[config.mk]
export PLATFORM = sky130hd
export DESIGN_NAME = gamepad_reader_flat
export DESIGN_NICKNAME = d
export VERILOG_FILES = /design/src/rtl/gamepad_reader_pkg.sv /design/src/rtl/gamepad_reader_if.sv /design/src/rtl/gamepad_reader_sync_2ff.sv /design/src/rtl/gamepad_reader.sv /design/src/flat_wrapper.sv
export SDC_FILE = /design/constraint.sdc
export NUM_CORES = 1
export LEC_CHECK = 0
export CELL_PAD_IN_SITES_DETAIL_PLACEMENT = 0
export CELL_PAD_IN_SITES_GLOBAL_PLACEMENT = 1
export CORE_MARGIN = 1.5
export CORE_UTILIZATION = 29
export CTS_CLUSTER_DIAMETER = 100
export DETAILED_ROUTE_END_ITERATION = 8
export GPL_TIMING_DRIVEN = 0
export PLACE_DENSITY_LB_ADDON = 0.1
export SETUP_SLACK_MARGIN = 0.4
export SLEW_MARGIN = 20
export SYNTH_ARGS = -nofsm -noshare
export SYNTH_HDL_FRONTEND = slang
export SYNTH_HIERARCHICAL = 1
export SYNTH_SLANG_ARGS = --single-unit
[constraint.sdc]
create_clock -name clk -period 2.4 [get_ports clk]
set_input_delay 0.48 -clock clk [delete_from_list [all_inputs] [get_ports clk]]
set_output_delay 0.48 -clock clk [all_outputs]
set_load 0.01 [all_outputs]
[src/rtl/gamepad_reader_pkg.sv]
// gamepad_reader_pkg: SNES pad bit map, frame width and poll FSM states.
package gamepad_reader_pkg;
    localparam int BTN_B      = 0;
    localparam int BTN_Y      = 1;
    localparam int BTN_SELECT = 2;
    localparam int BTN_START  = 3;
    localparam int BTN_UP     = 4;
    localparam int BTN_DOWN   = 5;
    localparam int BTN_LEFT   = 6;
    localparam int BTN_RIGHT  = 7;
    localparam int BTN_A      = 8;
    localparam int BTN_X      = 9;
    localparam int BTN_L      = 10;
    localparam int BTN_R      = 11;
    localparam int ID_LSB     = 12;
    localparam int PAD_BITS   = 16;

    typedef enum logic [2:0] {IDLE, LATCH, BIT_HI, BIT_LO, COMMIT} pad_state_t;
endpackage

[src/rtl/gamepad_reader_if.sv]
// gamepad_reader_if: serial pad wires; master is the poller, slave is the pad.
interface gamepad_reader_if;
    logic pad_latch;
    logic pad_clk;
    logic pad_data;
    modport master (output pad_latch, output pad_clk, input pad_data);
    modport slave  (input pad_latch, input pad_clk, output pad_data);
endinterface

[src/rtl/gamepad_reader_sync_2ff.sv]
// sync_2ff: two-flop synchronizer; resets to 1 so an idle line reads as released.
module sync_2ff (
    input  logic clk,
    input  logic rst_n,
    input  logic d_i,
    output logic q_o
);
    logic [1:0] sync_q;
    always_ff @(posedge clk or negedge rst_n)
        if (!rst_n) sync_q <= 2'b11;
        else        sync_q <= {sync_q[0], d_i};
    assign q_o = sync_q[1];
endmodule

[src/rtl/gamepad_reader.sv]
// gamepad_reader: polls an SNES pad on each v_sync rise and commits decoded controls.
module gamepad_reader
    import gamepad_reader_pkg::*;
#(
    parameter int CLK_DIV = 150
) (
    input  logic                clk,
    input  logic                rst_n,
    input  logic                v_sync_i,
    gamepad_reader_if.master    pad,
    output logic [11:0]         buttons_o,
    output logic                pad_present_o,
    output logic                move_left_o,
    output logic                move_right_o,
    output logic                fire_o,
    output logic                fire_press_o,
    output logic                busy_o
);
    localparam logic [9:0] DIV_M1 = 10'(CLK_DIV - 1);

    pad_state_t          state_q, state_d;
    logic [9:0]          cnt_q, cnt_d;
    logic [3:0]          idx_q, idx_d;
    logic [PAD_BITS-1:0] shift_q, shift_d;
    logic                vs_q, data_s;
    logic [11:0]         buttons_q;
    logic                present_q, left_q, right_q, fire_q, press_q;

    sync_2ff u_sync (.clk(clk), .rst_n(rst_n), .d_i(pad.pad_data), .q_o(data_s));

    wire       phase_done = (cnt_q == 10'd0);
    wire [9:0] cnt_step   = phase_done ? DIV_M1 : cnt_q - 10'd1;

    always_ff @(posedge clk or negedge rst_n)
        if (!rst_n) begin
            state_q <= IDLE;
            cnt_q   <= '0;
            idx_q   <= '0;
            shift_q <= '0;
            vs_q    <= 1'b0;
        end else begin
            state_q <= state_d;
            cnt_q   <= cnt_d;
            idx_q   <= idx_d;
            shift_q <= shift_d;
            vs_q    <= v_sync_i;
        end

    // LATCH spans two phases, using idx_q[0] as the phase selector so the counter stays 10 bits
    always_comb begin
        state_d = state_q;
        cnt_d   = cnt_q;
        idx_d   = idx_q;
        shift_d = shift_q;
        case (state_q)
            IDLE: if (v_sync_i && !vs_q) begin
                state_d = LATCH;
                cnt_d   = DIV_M1;
                idx_d   = '0;
            end
            LATCH: begin
                cnt_d = cnt_step;
                if (phase_done) begin
                    state_d = idx_q[0] ? BIT_HI : LATCH;
                    idx_d   = idx_q[0] ? 4'd0 : 4'd1;
                end
            end
            BIT_HI: begin
                cnt_d = cnt_step;
                if (phase_done) begin
                    shift_d[idx_q] = ~data_s;
                    state_d = (idx_q == 4'd15) ? COMMIT : BIT_LO;
                end
            end
            BIT_LO: begin
                cnt_d = cnt_step;
                if (phase_done) begin
                    state_d = BIT_HI;
                    idx_d   = idx_q + 4'd1;
                end
            end
            default: state_d = IDLE;
        endcase
    end

    always_comb begin
        pad.pad_latch = (state_q == LATCH);
        pad.pad_clk   = (state_q != BIT_LO);
        busy_o        = (state_q != IDLE);
    end

    // A missing pad reads all-pressed through the pull-down, so the ID nibble gates every output
    wire        present = (shift_q[PAD_BITS-1:ID_LSB] == '0);
    wire [11:0] btn     = present ? shift_q[ID_LSB-1:0] : 12'h000;

    always_ff @(posedge clk or negedge rst_n)
        if (!rst_n) begin
            buttons_q <= '0;
            present_q <= 1'b0;
            left_q    <= 1'b0;
            right_q   <= 1'b0;
            fire_q    <= 1'b0;
            press_q   <= 1'b0;
        end else begin
            press_q <= 1'b0;
            if (state_q == COMMIT) begin
                buttons_q <= btn;
                present_q <= present;
                left_q    <= btn[BTN_LEFT] & ~btn[BTN_RIGHT];
                right_q   <= btn[BTN_RIGHT] & ~btn[BTN_LEFT];
                fire_q    <= btn[BTN_A];
                press_q   <= btn[BTN_A] & ~fire_q;
            end
        end

    assign buttons_o     = buttons_q;
    assign pad_present_o = present_q;
    assign move_left_o   = left_q;
    assign move_right_o  = right_q;
    assign fire_o        = fire_q;
    assign fire_press_o  = press_q;
endmodule

[src/flat_wrapper.sv]
// flat-port wrapper written by rule: the top's interface ports become plain ports
module gamepad_reader_flat import gamepad_reader_pkg::*;
#(
    parameter int CLK_DIV = 150
)
  (clk, rst_n, v_sync_i, buttons_o, pad_present_o, move_left_o, move_right_o, fire_o, fire_press_o, busy_o, pad_pad_latch, pad_pad_clk, pad_pad_data);
  gamepad_reader_if pad_i ();
  input  logic clk;
  input  logic rst_n;
  input  logic v_sync_i;
  output logic [11:0] buttons_o;
  output logic pad_present_o;
  output logic move_left_o;
  output logic move_right_o;
  output logic fire_o;
  output logic fire_press_o;
  output logic busy_o;
  output wire logic [$bits(pad_i.pad_latch)-1:0] pad_pad_latch;
  output wire logic [$bits(pad_i.pad_clk)-1:0] pad_pad_clk;
  input wire logic [$bits(pad_i.pad_data)-1:0] pad_pad_data;
  assign pad_pad_latch = pad_i.pad_latch;
  assign pad_pad_clk = pad_i.pad_clk;
  assign pad_i.pad_data = pad_pad_data;
  gamepad_reader #(.CLK_DIV(CLK_DIV)) u_core (.clk(clk), .rst_n(rst_n), .v_sync_i(v_sync_i), .pad(pad_i), .buttons_o(buttons_o), .pad_present_o(pad_present_o), .move_left_o(move_left_o), .move_right_o(move_right_o), .fire_o(fire_o), .fire_press_o(fire_press_o), .busy_o(busy_o));
endmodule
==> metrics, run 1 <==
CTS tree=done; Initial Utilization=between 20 and 30%; die width=94.6 microns; cells after synthesis=229; PortBufs=23; clk sinks=52; DRC Markers=0; first-pass GRT wire length=9.60 mm; Worst Setup Slack, final=between 0.1 and 0.15 ns; distinct cell type count after synthesis=48; gpl congestion=0.749; register area share after synthesis=53.6%; Root Buffer=clkbuf_8; post-layout util=around two fifths; synth top area cells=dfrtp_1 51%, mux2i_1 6.6%, a22o_1 4.3%; crit share post-route=a little over nine tenths; vias in the first global route=1860; vias per inst=about 4.8; pin count of the biggest net entering global routing=53; DIE HEIGHT=94.6 microns; clk_skew=0.0163 ns; most used flip-flop cell after synthesis=dfrtp_1; Slew @ Worst Pin=0.693 ns; final WL=5.69 mm; DP Wirelength=between 3 and 4 mm; status=completed; CTS Buffer Depth=2; syn nets=238; initial drt markers=37; CP Max Fanout=4; pwr dens=around 440 mW/mm^2; leading cell types by count after synthesis=50 x dfrtp_1, 27 x inv_1, 16 x mux2i_1; synthesized flop and latch total=52; post-route ant nets=0; area grow syn2layout=32.1%; async set-reset flop share out of synthesis=100%; Final min period=2.28 ns; critical path's slowest cell=or4b_4; final setup fails=0; Synth Cell Area=0.00243 sq mm; crit path DAT=2.47 ns; pre-CTS WS=0.00504 ns; IO Count=24; synth warn=6; via count=1827; CTS Buf Count=5; endpoints failing hold=0; Max H-tree Level=2; CTS hold repair buffers=0; slowest cell delay on critical path=0.45 ns; Critical path buffers and inverters=2; Core Area=just over 0.008 sq mm; fraction of layout cells with a size suffix above 1=22.3%; GRT Util Overall=14.1%; hold_ws=0.200 ns; WL/cell=between 15 and 20 microns; max_cap viols=0; DRT Pass-1 Iters=4; Worst EP required=2.59 ns; Peak VDD IR=0.171 mV; nature of the critical path startpoint=register; TNS Setup=0 ns; Rows=33; most frequent cell after synthesis=dfrtp_1; initial antenna violation count=0; max frequency=438 MHz; worst-skew pair later-pin latency=roughly 0.31 ns; number of antenna diodes=0; clock-pin slew on the worst setup and hold paths=0.10 ns; CP Capture Type=register; post-synth top area share=51.4%; RSZ-0062 raised after global routing=yes; GRT overflow=0; Slew headroom=53.7%; # nets final=282; Leak=1.46 nW; Hold Path Class=input port to async pin; largest area contributor in the netlist=dfrtp_1; # fillers=about 830; EDFF count, synth=0; critical path type=register to register; crit path cell chain=inv_2, ha_4, or4b_4, buf_6, or4_4, a21oi_4, mux2_4; CP delay by family, top=simple AND/OR/NAND/NOR gates; die area=0.00895 sq mm; average cell area after synthesis=roughly 11 sq um; max-slew violations=0
==> logic make-up (layout without fill, tap and decap cells) <==
kind of cell | Yosys count | in the layout | share of synthesized area (%)
multiplexers | 18 | 18 | 7.51
AO/OA/AOI/OAI | 44 | 44 | 13.2
flip-flops | 52 | 52 | 53.6
buffers and inverters | 38 | 83 | 6.12
AND/OR/NAND/NOR | 69 | 69 | 15.9
adder cells (fa/ha/maj) | 5 | 5 | 2.57
XOR/XNOR | 3 | 3 | 1.08
==> repair_timing <==
item / in CTS / in global routing
endpoints found under the setup margin: 39 / 35
setup buffers: 11 / 3
pin swaps: 9 / 8
gates resized for setup: 26 / 20
==> power by group <==
part	internal, mW	total [mW]	switching, mW
clock network	0.209	0.504	0.296
registers	0.879	0.882	0.00216
logic	0.00559	0.0268	0.0212
total	1.09	1.41	0.319
==> cells in the final DEF (no fill, tap or decap), types with 3 or more instances in the layout <==
cell type	count
inv_1	25
a22o_1	12
nor2_1	9
nand3_4	3
clkdlybuf4s50_1	21
mux2i_1	16
buf_4	12
clkbuf_1	7
ha_1	4
nor3_1	3
o21ai_0	6
xor2_1	3
dfrtp_1	50
or3_1	4
clkbuf_8	5
nand3_1	3
buf_6	7
nand2_1	14
nor2_4	3
a21oi_1	7
nand4_1	5
==> registers in the layout, summed over array words and instances, names as in the netlist <==
register	cells
u_core/buttons_o	12
u_core/state_q	3
u_core/move_left_o	1
u_core/move_right_o	1
u_core/pad_present_o	1
u_core/fire_press_o	1
u_core/vs_q	1
u_core/cnt_q	10
u_core/shift_q	16
u_core/u_sync/sync_q	2
u_core/idx_q	4
==> metrics by stage <==
| step | instance area [sq um] | power [mW] | cells |
|---|---|---|---|
| final | 3210 | 1.41 | 379 |
| after global routing | 3210 | 1.48 | 379 |
| after CTS | 3100 | 1.44 | 376 |
| after detailed placement | 2820 | 0.928 | 357 |
| after global placement | 2820 | 0.929 | 357 |
| after floorplan | 2460 | 0.902 | 229 |
==> routing by layer <==
metal  vias up  GRT usage, %  wire [microns]
met5         -             0               0
met4         0          4.98             100
met3         9          2.50             167
met2        36          24.5            2800
met1       887          17.3            2620
li1        895             -               -
==> area by class of cell <==
type | count | area [sq um] | share of cell area [%]
sequential | 52 | 1300 | 40.6
multi-input combinational | 139 | 1170 | 36.5
timing repair buffer | 37 | 358 | 11.1
tap | 105 | 131 | 4.09
inverter | 27 | 101 | 3.15
clock buffer | 6 | 72.6 | 2.26
buffer | 11 | 61.3 | 1.91
clock inverter | 2 | 13.8 | 0.428
==> worst paths after layout <==
path	start	to	slack (ns)	cells past startpoint
worst min register to register	u_core/u_sync/sync_q[0]	u_core/u_sync/sync_q[1]	0.36	0
max in group asynchronous	rst_n	u_core/state_q[1]	1.75	1
worst max-delay path	u_core/cnt_q[0]	u_core/idx_q[0]	0.12	7
min in group clk	u_core/u_sync/sync_q[0]	u_core/u_sync/sync_q[1]	0.36	0
worst max register to register	u_core/cnt_q[0]	u_core/idx_q[0]	0.12	7
worst min-delay path	rst_n	u_core/buttons_o[2]	0.20	1
(Power assumes the default switching activity.)
==> run 2, diff against run 1 <==
Settings changed: HOLD_SLACK_MARGIN from default to 0.15.
==> results of run 2 <==
Final layout, timing and power as in run 1 (identical DEF).
